**config.mk**
```make
export PLATFORM = sky130hd
export DESIGN_NAME = sad_min_search_flat
export DESIGN_NICKNAME = d
export VERILOG_FILES = /design/src/rtl/sad_min_search_if.sv /design/src/rtl/sad_min_search.sv /design/src/flat_wrapper.sv
export SDC_FILE = /design/constraint.sdc
export NUM_CORES = 1
export LEC_CHECK = 0
export ABC_AREA = 1
export BUFFER_PORTS_ARGS = -buffer_cell sky130_fd_sc_hd__buf_4
export CORE_MARGIN = 4
export CORE_UTILIZATION = 60
export CTS_CLUSTER_SIZE = 25
export DETAILED_ROUTE_END_ITERATION = 12
export PLACE_DENSITY_LB_ADDON = 0.25
export SYNTH_ARGS = -nofsm -noshare
export SYNTH_HDL_FRONTEND = slang
export SYNTH_SLANG_ARGS = --single-unit
```
**constraint.sdc**
```tcl
create_clock -name clk -period 10.6 [get_ports clk]
set_input_delay 2.12 -clock clk [delete_from_list [all_inputs] [get_ports clk]]
set_output_delay 2.12 -clock clk [all_outputs]
set_load 0.05 [all_outputs]
```
**src/rtl/sad_min_search_if.sv**
```systemverilog
// Handshake and data bundle between the block-matching source and sad_min_search.
interface sad_min_search_if #(
  parameter int WORD_WIDTH = 8,
  parameter int MV_WIDTH   = 5
) ();
  logic                          start;
  logic [16*WORD_WIDTH-1:0]      cur_blk;
  logic [16*WORD_WIDTH-1:0]      cand_blk;
  logic                          cand_valid;
  logic signed [MV_WIDTH-1:0]    cand_mvx;
  logic signed [MV_WIDTH-1:0]    cand_mvy;
  logic                          busy;
  logic                          done;
  logic [WORD_WIDTH+3:0]         best_sad;
  logic signed [MV_WIDTH-1:0]    best_mvx;
  logic signed [MV_WIDTH-1:0]    best_mvy;

  modport master (
    output start, cur_blk, cand_blk, cand_valid, cand_mvx, cand_mvy,
    input  busy, done, best_sad, best_mvx, best_mvy
  );

  modport slave (
    input  start, cur_blk, cand_blk, cand_valid, cand_mvx, cand_mvy,
    output busy, done, best_sad, best_mvx, best_mvy
  );
endinterface

```
**src/rtl/sad_min_search.sv**
```systemverilog
// Full-search SAD minimum finder: captures a 4x4 current block, scores one
// candidate per cycle through an abs-diff / row-sum / total pipeline and keeps
// the earliest candidate with the smallest SAD together with its motion vector.
module sad_min_search #(
  parameter int WORD_WIDTH = 8,
  parameter int MV_WIDTH   = 5,
  parameter int NUM_CAND   = 81
) (
  input  logic            clk,
  input  logic            rst_n,
  sad_min_search_if.slave bus
);
  localparam int BLK_W = 16 * WORD_WIDTH;
  localparam int ROW_W = WORD_WIDTH + 2;
  localparam int SAD_W = WORD_WIDTH + 4;
  localparam int CNT_W = 16;
  localparam logic [CNT_W-1:0] LAST_IDX = CNT_W'(NUM_CAND - 1);

  typedef enum logic [1:0] {S_IDLE, S_RUN, S_DRAIN, S_DONE} state_t;

  state_t r_state;
  state_t w_state_nxt;
  logic   w_busy;
  logic   w_done;

  logic                       w_accept;
  logic                       w_start;
  logic [BLK_W-1:0]           r_cur;
  logic [CNT_W-1:0]           r_cnt;

  logic [BLK_W-1:0]           r_cand_p0;
  logic signed [MV_WIDTH-1:0] r_mvx_p0, r_mvy_p0;
  logic                       r_vld_p0;

  logic [WORD_WIDTH-1:0]      r_ad_p1 [16];
  logic signed [MV_WIDTH-1:0] r_mvx_p1, r_mvy_p1;
  logic                       r_vld_p1;

  logic [ROW_W-1:0]           r_row_p2 [4];
  logic signed [MV_WIDTH-1:0] r_mvx_p2, r_mvy_p2;
  logic                       r_vld_p2;

  logic [SAD_W-1:0]           r_sad_p3;
  logic signed [MV_WIDTH-1:0] r_mvx_p3, r_mvy_p3;
  logic                       r_vld_p3;

  logic [SAD_W-1:0]           r_best_sad;
  logic signed [MV_WIDTH-1:0] r_best_mvx, r_best_mvy;

  // Unsigned absolute difference; never exceeds WORD_WIDTH bits.
  function automatic logic [WORD_WIDTH-1:0] abs_diff(
    input logic [WORD_WIDTH-1:0] a,
    input logic [WORD_WIDTH-1:0] b
  );
    return (a >= b) ? (a - b) : (b - a);
  endfunction

  // Sum of four pixel differences widened first so the carry is kept.
  function automatic logic [ROW_W-1:0] row_sum(
    input logic [WORD_WIDTH-1:0] a, input logic [WORD_WIDTH-1:0] b,
    input logic [WORD_WIDTH-1:0] c, input logic [WORD_WIDTH-1:0] d
  );
    return ROW_W'(a) + ROW_W'(b) + ROW_W'(c) + ROW_W'(d);
  endfunction

  assign w_accept = (r_state == S_RUN) && bus.cand_valid;
  assign w_start  = (r_state == S_IDLE) && bus.start;

  // State register.
  always_ff @(posedge clk) begin
    if (!rst_n) r_state <= S_IDLE;
    else        r_state <= w_state_nxt;
  end

  // Next-state decode and status outputs. In DRAIN the stage-3 compare lands on
  // the same edge the upstream valids are seen empty, so DONE coincides with
  // best_* becoming final.
  always_comb begin
    w_state_nxt = r_state;
    w_busy      = 1'b1;
    w_done      = 1'b0;
    unique case (r_state)
      S_IDLE: begin
        w_busy = 1'b0;
        if (bus.start) w_state_nxt = S_RUN;
      end
      S_RUN: begin
        if (bus.cand_valid && (r_cnt == LAST_IDX)) w_state_nxt = S_DRAIN;
      end
      S_DRAIN: begin
        if (!(r_vld_p0 || r_vld_p1 || r_vld_p2)) w_state_nxt = S_DONE;
      end
      S_DONE: begin
        w_done      = 1'b1;
        w_state_nxt = S_IDLE;
      end
      default: w_state_nxt = S_IDLE;
    endcase
  end

  // Current block capture and accepted-candidate counter.
  always_ff @(posedge clk) begin
    if (!rst_n) begin
      r_cur <= '0;
      r_cnt <= '0;
    end else if (w_start) begin
      r_cur <= bus.cur_blk;
      r_cnt <= '0;
    end else if (w_accept) begin
      r_cnt <= r_cnt + CNT_W'(1);
    end
  end

  // Valid bits travelling alongside the pipeline data.
  always_ff @(posedge clk) begin
    if (!rst_n) begin
      r_vld_p0 <= 1'b0;
      r_vld_p1 <= 1'b0;
      r_vld_p2 <= 1'b0;
      r_vld_p3 <= 1'b0;
    end else begin
      r_vld_p0 <= w_accept;
      r_vld_p1 <= r_vld_p0;
      r_vld_p2 <= r_vld_p1;
      r_vld_p3 <= r_vld_p2;
    end
  end

  // Datapath registers; contents are qualified by the valid bits only.
  always_ff @(posedge clk) begin
    // p0: accepted candidate and its vector
    if (w_accept) begin
      r_cand_p0 <= bus.cand_blk;
      r_mvx_p0  <= bus.cand_mvx;
      r_mvy_p0  <= bus.cand_mvy;
    end
    // p1: per-pixel absolute differences against the captured block
    for (int i = 0; i < 16; i++) begin
      r_ad_p1[i] <= abs_diff(r_cand_p0[(15-i)*WORD_WIDTH +: WORD_WIDTH],
                             r_cur[(15-i)*WORD_WIDTH +: WORD_WIDTH]);
    end
    r_mvx_p1 <= r_mvx_p0;
    r_mvy_p1 <= r_mvy_p0;
    // p2: row sums
    for (int r = 0; r < 4; r++) begin
      r_row_p2[r] <= row_sum(r_ad_p1[4*r], r_ad_p1[4*r+1], r_ad_p1[4*r+2], r_ad_p1[4*r+3]);
    end
    r_mvx_p2 <= r_mvx_p1;
    r_mvy_p2 <= r_mvy_p1;
    // p3: full SAD
    r_sad_p3 <= SAD_W'(r_row_p2[0]) + SAD_W'(r_row_p2[1]) +
                SAD_W'(r_row_p2[2]) + SAD_W'(r_row_p2[3]);
    r_mvx_p3 <= r_mvx_p2;
    r_mvy_p3 <= r_mvy_p2;
  end

  // Running minimum; strict less-than keeps the earliest candidate on ties.
  always_ff @(posedge clk) begin
    if (!rst_n) begin
      r_best_sad <= '0;
      r_best_mvx <= '0;
      r_best_mvy <= '0;
    end else if (w_start) begin
      r_best_sad <= '1;
      r_best_mvx <= '0;
      r_best_mvy <= '0;
    end else if (r_vld_p3 && (r_sad_p3 < r_best_sad)) begin
      r_best_sad <= r_sad_p3;
      r_best_mvx <= r_mvx_p3;
      r_best_mvy <= r_mvy_p3;
    end
  end

  assign bus.busy     = w_busy;
  assign bus.done     = w_done;
  assign bus.best_sad = r_best_sad;
  assign bus.best_mvx = r_best_mvx;
  assign bus.best_mvy = r_best_mvy;
endmodule

```
**src/flat_wrapper.sv**
```systemverilog
// flat-port wrapper written by rule: the top's interface ports become plain ports
module sad_min_search_flat 
#(
  parameter int WORD_WIDTH = 8,
  parameter int MV_WIDTH   = 5,
  parameter int NUM_CAND   = 81
)
  (clk, rst_n, bus_start, bus_cur_blk, bus_cand_blk, bus_cand_valid, bus_cand_mvx, bus_cand_mvy, bus_busy, bus_done, bus_best_sad, bus_best_mvx, bus_best_mvy);
  sad_min_search_if #(.WORD_WIDTH(WORD_WIDTH), .MV_WIDTH(MV_WIDTH)) bus_i ();
  input  logic clk;
  input  logic rst_n;
  input wire logic [$bits(bus_i.start)-1:0] bus_start;
  input wire logic [$bits(bus_i.cur_blk)-1:0] bus_cur_blk;
  input wire logic [$bits(bus_i.cand_blk)-1:0] bus_cand_blk;
  input wire logic [$bits(bus_i.cand_valid)-1:0] bus_cand_valid;
  input wire logic [$bits(bus_i.cand_mvx)-1:0] bus_cand_mvx;
  input wire logic [$bits(bus_i.cand_mvy)-1:0] bus_cand_mvy;
  output wire logic [$bits(bus_i.busy)-1:0] bus_busy;
  output wire logic [$bits(bus_i.done)-1:0] bus_done;
  output wire logic [$bits(bus_i.best_sad)-1:0] bus_best_sad;
  output wire logic [$bits(bus_i.best_mvx)-1:0] bus_best_mvx;
  output wire logic [$bits(bus_i.best_mvy)-1:0] bus_best_mvy;
  assign bus_i.start = bus_start;
  assign bus_i.cur_blk = bus_cur_blk;
  assign bus_i.cand_blk = bus_cand_blk;
  assign bus_i.cand_valid = bus_cand_valid;
  assign bus_i.cand_mvx = bus_cand_mvx;
  assign bus_i.cand_mvy = bus_cand_mvy;
  assign bus_busy = bus_i.busy;
  assign bus_done = bus_i.done;
  assign bus_best_sad = bus_i.best_sad;
  assign bus_best_mvx = bus_i.best_mvx;
  assign bus_best_mvy = bus_i.best_mvy;
  sad_min_search #(.WORD_WIDTH(WORD_WIDTH), .MV_WIDTH(MV_WIDTH), .NUM_CAND(NUM_CAND)) u_core (.clk(clk), .rst_n(rst_n), .bus(bus_i));
endmodule
```
; ---- Yosys cells after proc, flatten, opt, wreduce, memory -nomap -nowiden
; Memory sizes are Yosys's and may differ from the RTL's.
; Index checks and enable logic that the tools add are counted.
[op_classes]
n_reduce_logical = 10
add_sub_neg = 48
magnitude_cmp = 17
n_bitwise = 1
eq_ne = 7
muxes = 24
[ops]
columns = cell, n
row1 = subtractor 8 bit, 32
row2 = >= comparator 8 bit, 16
row3 = 2-to-1 mux 8 bit, 16
row4 = adder 10 x 8 -> 10 bit, 8
row5 = adder 8 x 8 -> 9 bit, 4
row6 = adder 12 x 10 -> 12 bit, 2
row7 = 2-to-1 mux 12 bit, 2
row8 = "adder 16 x 1 -> 16 bit, second input constant", 1
row9 = "== test 16 x 7 -> 1 bit, second input constant", 1
row10 = less-than comparator 12 bit, 1
row11 = adder 10 x 10 -> 11 bit, 1
row12 = case mux 2 bit (4 select lines), 1
row13 = 2-to-1 mux 2 bit, 3
row14 = "inequality test 2 bit, second input constant", 3
row15 = "== test 2 bit, second input constant", 2
row16 = logical AND 1 bit, 4
row17 = AND reduction 3 bit, 1
row18 = "== test 2 x 1 -> 1 bit, second input constant", 1
row19 = zero test 2 bit, 1
row20 = logical OR 1 bit, 2
row21 = 2-to-1 mux 1 bit, 2
row22 = nonzero test 2 bit, 1
row23 = OR reduction 2 bit, 1
row24 = inverter 1 bit, 1
[word_totals]
reg_bits = 352
ramBits = 168
memories = 2
wordCells = 129
[memory_table]
columns = memory, words, width, rd, rd_clocked_by_memory_dff, wr, line
row1 = u_core.r_ad_p1, 16, 8, 16, 0, 16, sad_min_search.sv:35  ; logic [WORD_WIDTH-1:0] r_ad_p1 [16];
row2 = u_core.r_row_p2, 4, 10, 4, 0, 4, sad_min_search.sv:39  ; logic [ROW_W-1:0] r_row_p2 [4];

; ---- Logic depth before layout (Yosys ltp)
[depth]
depth_word = 4
depth_mapped = 17
mapped_depth_nobuf = 17

; ---- Least setup slack after synthesis
; OpenSTA, ideal clock, no wires.
[synth_timing]
path_kind = in2reg
startpoint = input port bus_cand_valid
endpoint = register u_core.r_cand_p0[0], enable pin
t_arrival_ps = 5105
required_time_ps = 10108
n_path_buf = 1
path_slack_ps = 5003
stages = 3
path_cell_list = nand2_1 > clkbuf_1 > inv_1
[synth_between]
elab_chain_len = 1
[synth_rtl]
columns = element, line
row1 = from (decl), flat_wrapper.sv:15  ; input wire logic [$bits(bus_i.cand_valid)-1:0] bus_cand_valid;
row2 = logical AND 1 bit, sad_min_search.sv:66  ; assign w_accept = (r_state == S_RUN) && bus.cand_valid;
row3 = via u_core.w_accept, sad_min_search.sv:26  ; logic w_accept;
row4 = to (signal assigned), sad_min_search.sv:133  ; r_cand_p0 <= bus.cand_blk;
row5 = to (decl), sad_min_search.sv:31  ; logic [BLK_W-1:0] r_cand_p0;
; The timed path passes the listed nets, and every way through them passes these cells.
; A chain may end at the register's enable or synchronous reset.

; ---- Worst setup path in the final report
[layout_timing]
startpoint = input port bus_cand_valid
endpoint = register u_core.r_cand_p0[35], enable pin
; The elaborated chain is that of the path after synthesis.

==> summary.md <==
After synthesis the cells add up to 0.0314 mm2. Global routing finished with a remaining overflow of 0. The region available for standard cell placement spans 0.0515 mm2. The aggregate global-route resource usage is 0.234.

The library cell used most frequently in the layout, excluding fill and tap cells, is nand2_1. For the worst-skew pair, the clock arrives at the later sink with an insertion delay of 0.61 ns. Post-CTS resize count: 0.

Setup violations remaining at the end of the flow were counted as 0. Prior to clock tree synthesis, the placed netlist has a worst setup slack of 6.18 ns. The run gives 0.692 as the fraction of the core area covered by cells at the end of the flow.

In this run the worst hold path is classified as flop to flop. Top fanout value on the critical path: 93. The startpoint identified for the worst register-to-register timing path is u_core.r_ad_p1[1][8]$_DFF_P_.

For the row count, the log shows 83. Start point of the critical path: bus_cand_valid. The fmax is 0.262 GHz. For the final hold violation count, the log shows 0. The congestion estimate from routability-driven global placement came to 0.904. Among all stages on the critical path, the largest delay is contributed by inv_6. The synthesized design spends more area on one cell type than any other, namely dfxtp_1. For the number of clock sinks, the log shows 520. The tools report the timing endpoint of the critical path as u_core.r_cand_p0[35]$_DFFE_PP_.

The filler cells instantiated in the layout total 4162. A synthesized cell averages 8.53 um2. In this design, the critical path's most frequently occurring cell is buf_4. The H-tree was split into 2 levels.

The number of hold buffers added after CTS was 0. The residual DRC count was 0; the logic depth of the worst register-to-register path was 13. After detailed routing, the average wire length per cell comes to 14.1 um. Worst relative slew slack: 0.364.

The critical path in this run is classified as input pin to flop. The number of different library cells in the post-synthesis netlist was 46; the half-perimeter wire length after placement was 50500 um. The worst register-to-register path has a setup slack of 7.23 ns.

In the final timing run, aggregate negative setup slack is 0 ns. The worst reg2reg path endpoint is u_core.r_row_p2[2][7]$_DFF_P_. The data required time at the worst endpoint is 10.83 ns, and the number of enable-type register cells in the synthesized netlist is 138.

The clock arrives with 0.0153 ns of skew. After synthesis, the cell types taking the most area are dfxtp_1, ha_1, edfxtp_1. Walking the worst path, the cells encountered are buf_4, nand2_1, inv_6, buf_4. After detailed routing, the total wire length is 65900 um. For the CTS buffer count, the log shows 55. The fraction of synthesis flops using an asynchronous set or reset pin came out at 0. The share of the yosys chip area belonging to registers came out at 0.376. The final critical path time including I/O delays and setup came out at 3.81 ns. Synthesis produced a netlist whose cell count is 3675. The first global-routing pass estimated 112000 um of wire.

TritonCTS built the clock tree. The number of top-level pins was 294. The port buffer count is 293.

Setup repair after global routing left no endpoint under its margin. Type of element capturing the critical path: a flop. The run finished with clean final reports. The logs give 0.609 for the effective utilization at floorplan and 4625 for the number of nets in the finished design. The synthesized design contains 520 register bits.

At the pin with the least slew margin, the transition time is 0.954 ns. The clock transition at the registers of the reported paths is 0.06 ns, and the via count of the first global-routing pass is 23800. At the worst endpoint, the arrival time is 4.04 ns. The routed layout has 24100 vias. The top flip-flop cell by instance count after synthesis is dfxtp_1.

When the netlist entered floorplanning its net count stood at 4371. The via count normalized by instance count came out at 5.17. Before antenna repair, the detailed router went through 5 iterations.

The die outline height works out to 237 um. The tree is rooted in a clkbuf_16. The tools report the number of warnings reported in the yosys synthesis log as 0.

The top cell types in the final layout, fill and taps aside, are nand2_1, inv_1, dfxtp_1. Final-report max-slew violation count: 0. STA classifies the critical path startpoint as an input pin.

Number of antenna violations at the first check in global routing: 5. Entering global routing, the biggest net connects 101 pins. The initial detailed-routing violation count was 1328. The area growth from synthesis to layout is 13.6%. The area fraction of the dominant cell type after synthesis was 0.244. Measured along the x axis, the die boundary spans 237 um.

The run gives 0.0560 mm2 as the full die area. The period utilization is 0.360, and the number of buffers added for setup after CTS is 0. The detail route stage leaves a number of antenna-violating nets equal to 0. Share of layout cells above drive strength 1: 0.131. In this run the deepest clock path goes through 3 buffers. In the post-route analysis, the smallest setup slack over all paths is 6.79 ns. The highest cell delay on the worst timing path was 0.77 ns; the number of max-cap violations was 0.
-- how the worst min path moves through the flow --
stage / startpoint / endpoint / slack [ns] / cells past startpoint
floorplan: u_core.r_mvx_p1[0]$_DFF_P_ / u_core.r_mvx_p2[0]$_DFF_P_ / 0.31 / 0
global placement: u_core.r_mvx_p1[0]$_DFF_P_ / u_core.r_mvx_p2[0]$_DFF_P_ / 0.31 / 0
detailed placement: u_core.r_mvx_p2[0]$_DFF_P_ / u_core.r_mvx_p3[0]$_DFF_P_ / 0.31 / 0
CTS: u_core.r_mvy_p2[0]$_DFF_P_ / u_core.r_mvy_p3[0]$_DFF_P_ / 0.33 / 0
global route: u_core.r_mvy_p2[4]$_DFF_P_ / u_core.r_mvy_p3[4]$_DFF_P_ / 0.33 / 0
finish: u_core.r_mvy_p1[2]$_DFF_P_ / u_core.r_mvy_p2[2]$_DFF_P_ / 0.33 / 0
-- routing by layer --
layer | track usage | share of wire | vias up
met5 | 0 | 0.00041 | -
met4 | 0.0584 | 0.020 | 4
met3 | 0.0358 | 0.053 | 97
met2 | 0.394 | 0.47 | 540
met1 | 0.319 | 0.46 | 10900
li1 | - | - | 12500
-- state kept, by name, summed over array words and instances, names as in the netlist, 12 cells and up --
name and flops:
u_core.r_cnt 16, u_core.r_sad_p3 12, u_core.bus.best_sad 12, u_core.r_cand_p0 128, u_core.r_cur 128, u_core.r_row_p2 40, u_core.r_ad_p1 128
-- cells in the mapped netlist (16+ instances only) --
| cell | instances |
|---|---|
| nand2_1 | 648 |
| inv_1 | 599 |
| dfxtp_1 | 382 |
| a21oi_1 | 360 |
| ha_1 | 342 |
| o21ai_0 | 209 |
| xor2_1 | 164 |
| edfxtp_1 | 138 |
| nor2_1 | 107 |
| fa_1 | 84 |
| nand3_1 | 81 |
| nand4_1 | 51 |
| or2_2 | 44 |
| o211ai_1 | 41 |
| xnor2_1 | 40 |
| clkbuf_1 | 37 |
| o2111ai_1 | 33 |
| o21ai_2 | 32 |
| o21ai_1 | 30 |
| nor3_1 | 26 |
| buf_2 | 25 |
| a21o_1 | 23 |
| buf_4 | 22 |
| o21bai_1 | 20 |
| nand2_2 | 19 |
| a21oi_2 | 16 |
| a31oi_1 | 16 |
-- cell type report --
type                            count  area [um2]  area share
Multi-Input combinational cell   2441       16700       0.468
Antenna cell                        3        7.51    0.000211
Inverter                          614        2310      0.0648
Clock inverter                     30         236     0.00664
Clock buffer                       72        1510      0.0425
Sequential cell                   520       11800       0.331
Tap cell                          680         851      0.0239
Timing Repair Buffer              297        2230      0.0626
-- logic make-up after synthesis --
group                    Yosys count  share of synthesized area
AND/OR/NAND/NOR                 1003                      0.136
AO/OA/AOI/OAI                    808                      0.148
buffers and inverters            714                     0.0922
flip-flops                       520                      0.376
adder cells (fa/ha/maj)          426                      0.190
XOR/XNOR                         204                     0.0570
-- critical path, delay by kind of cell --
family	cells	cell delay, ns
buf+inv	3	1.54
simple gates	1	0.28
-- stage by stage --
step | hold slack, ns | cell area (um2) | std cells
6_report | 0.326 | 35600 | 4657
5_1_grt | 0.334 | 35600 | 4657
4_1_cts | 0.327 | 35600 | 4654
3_5_place_dp | 0.312 | 33900 | 4552
3_3_place_gp | 0.311 | 33900 | 4552
2_1_floorplan | 0.310 | 31400 | 3675
Power is left out: the tool's default activity adds up to more than one toggle a clock period on the data nets, which glitch-free logic cannot reach.
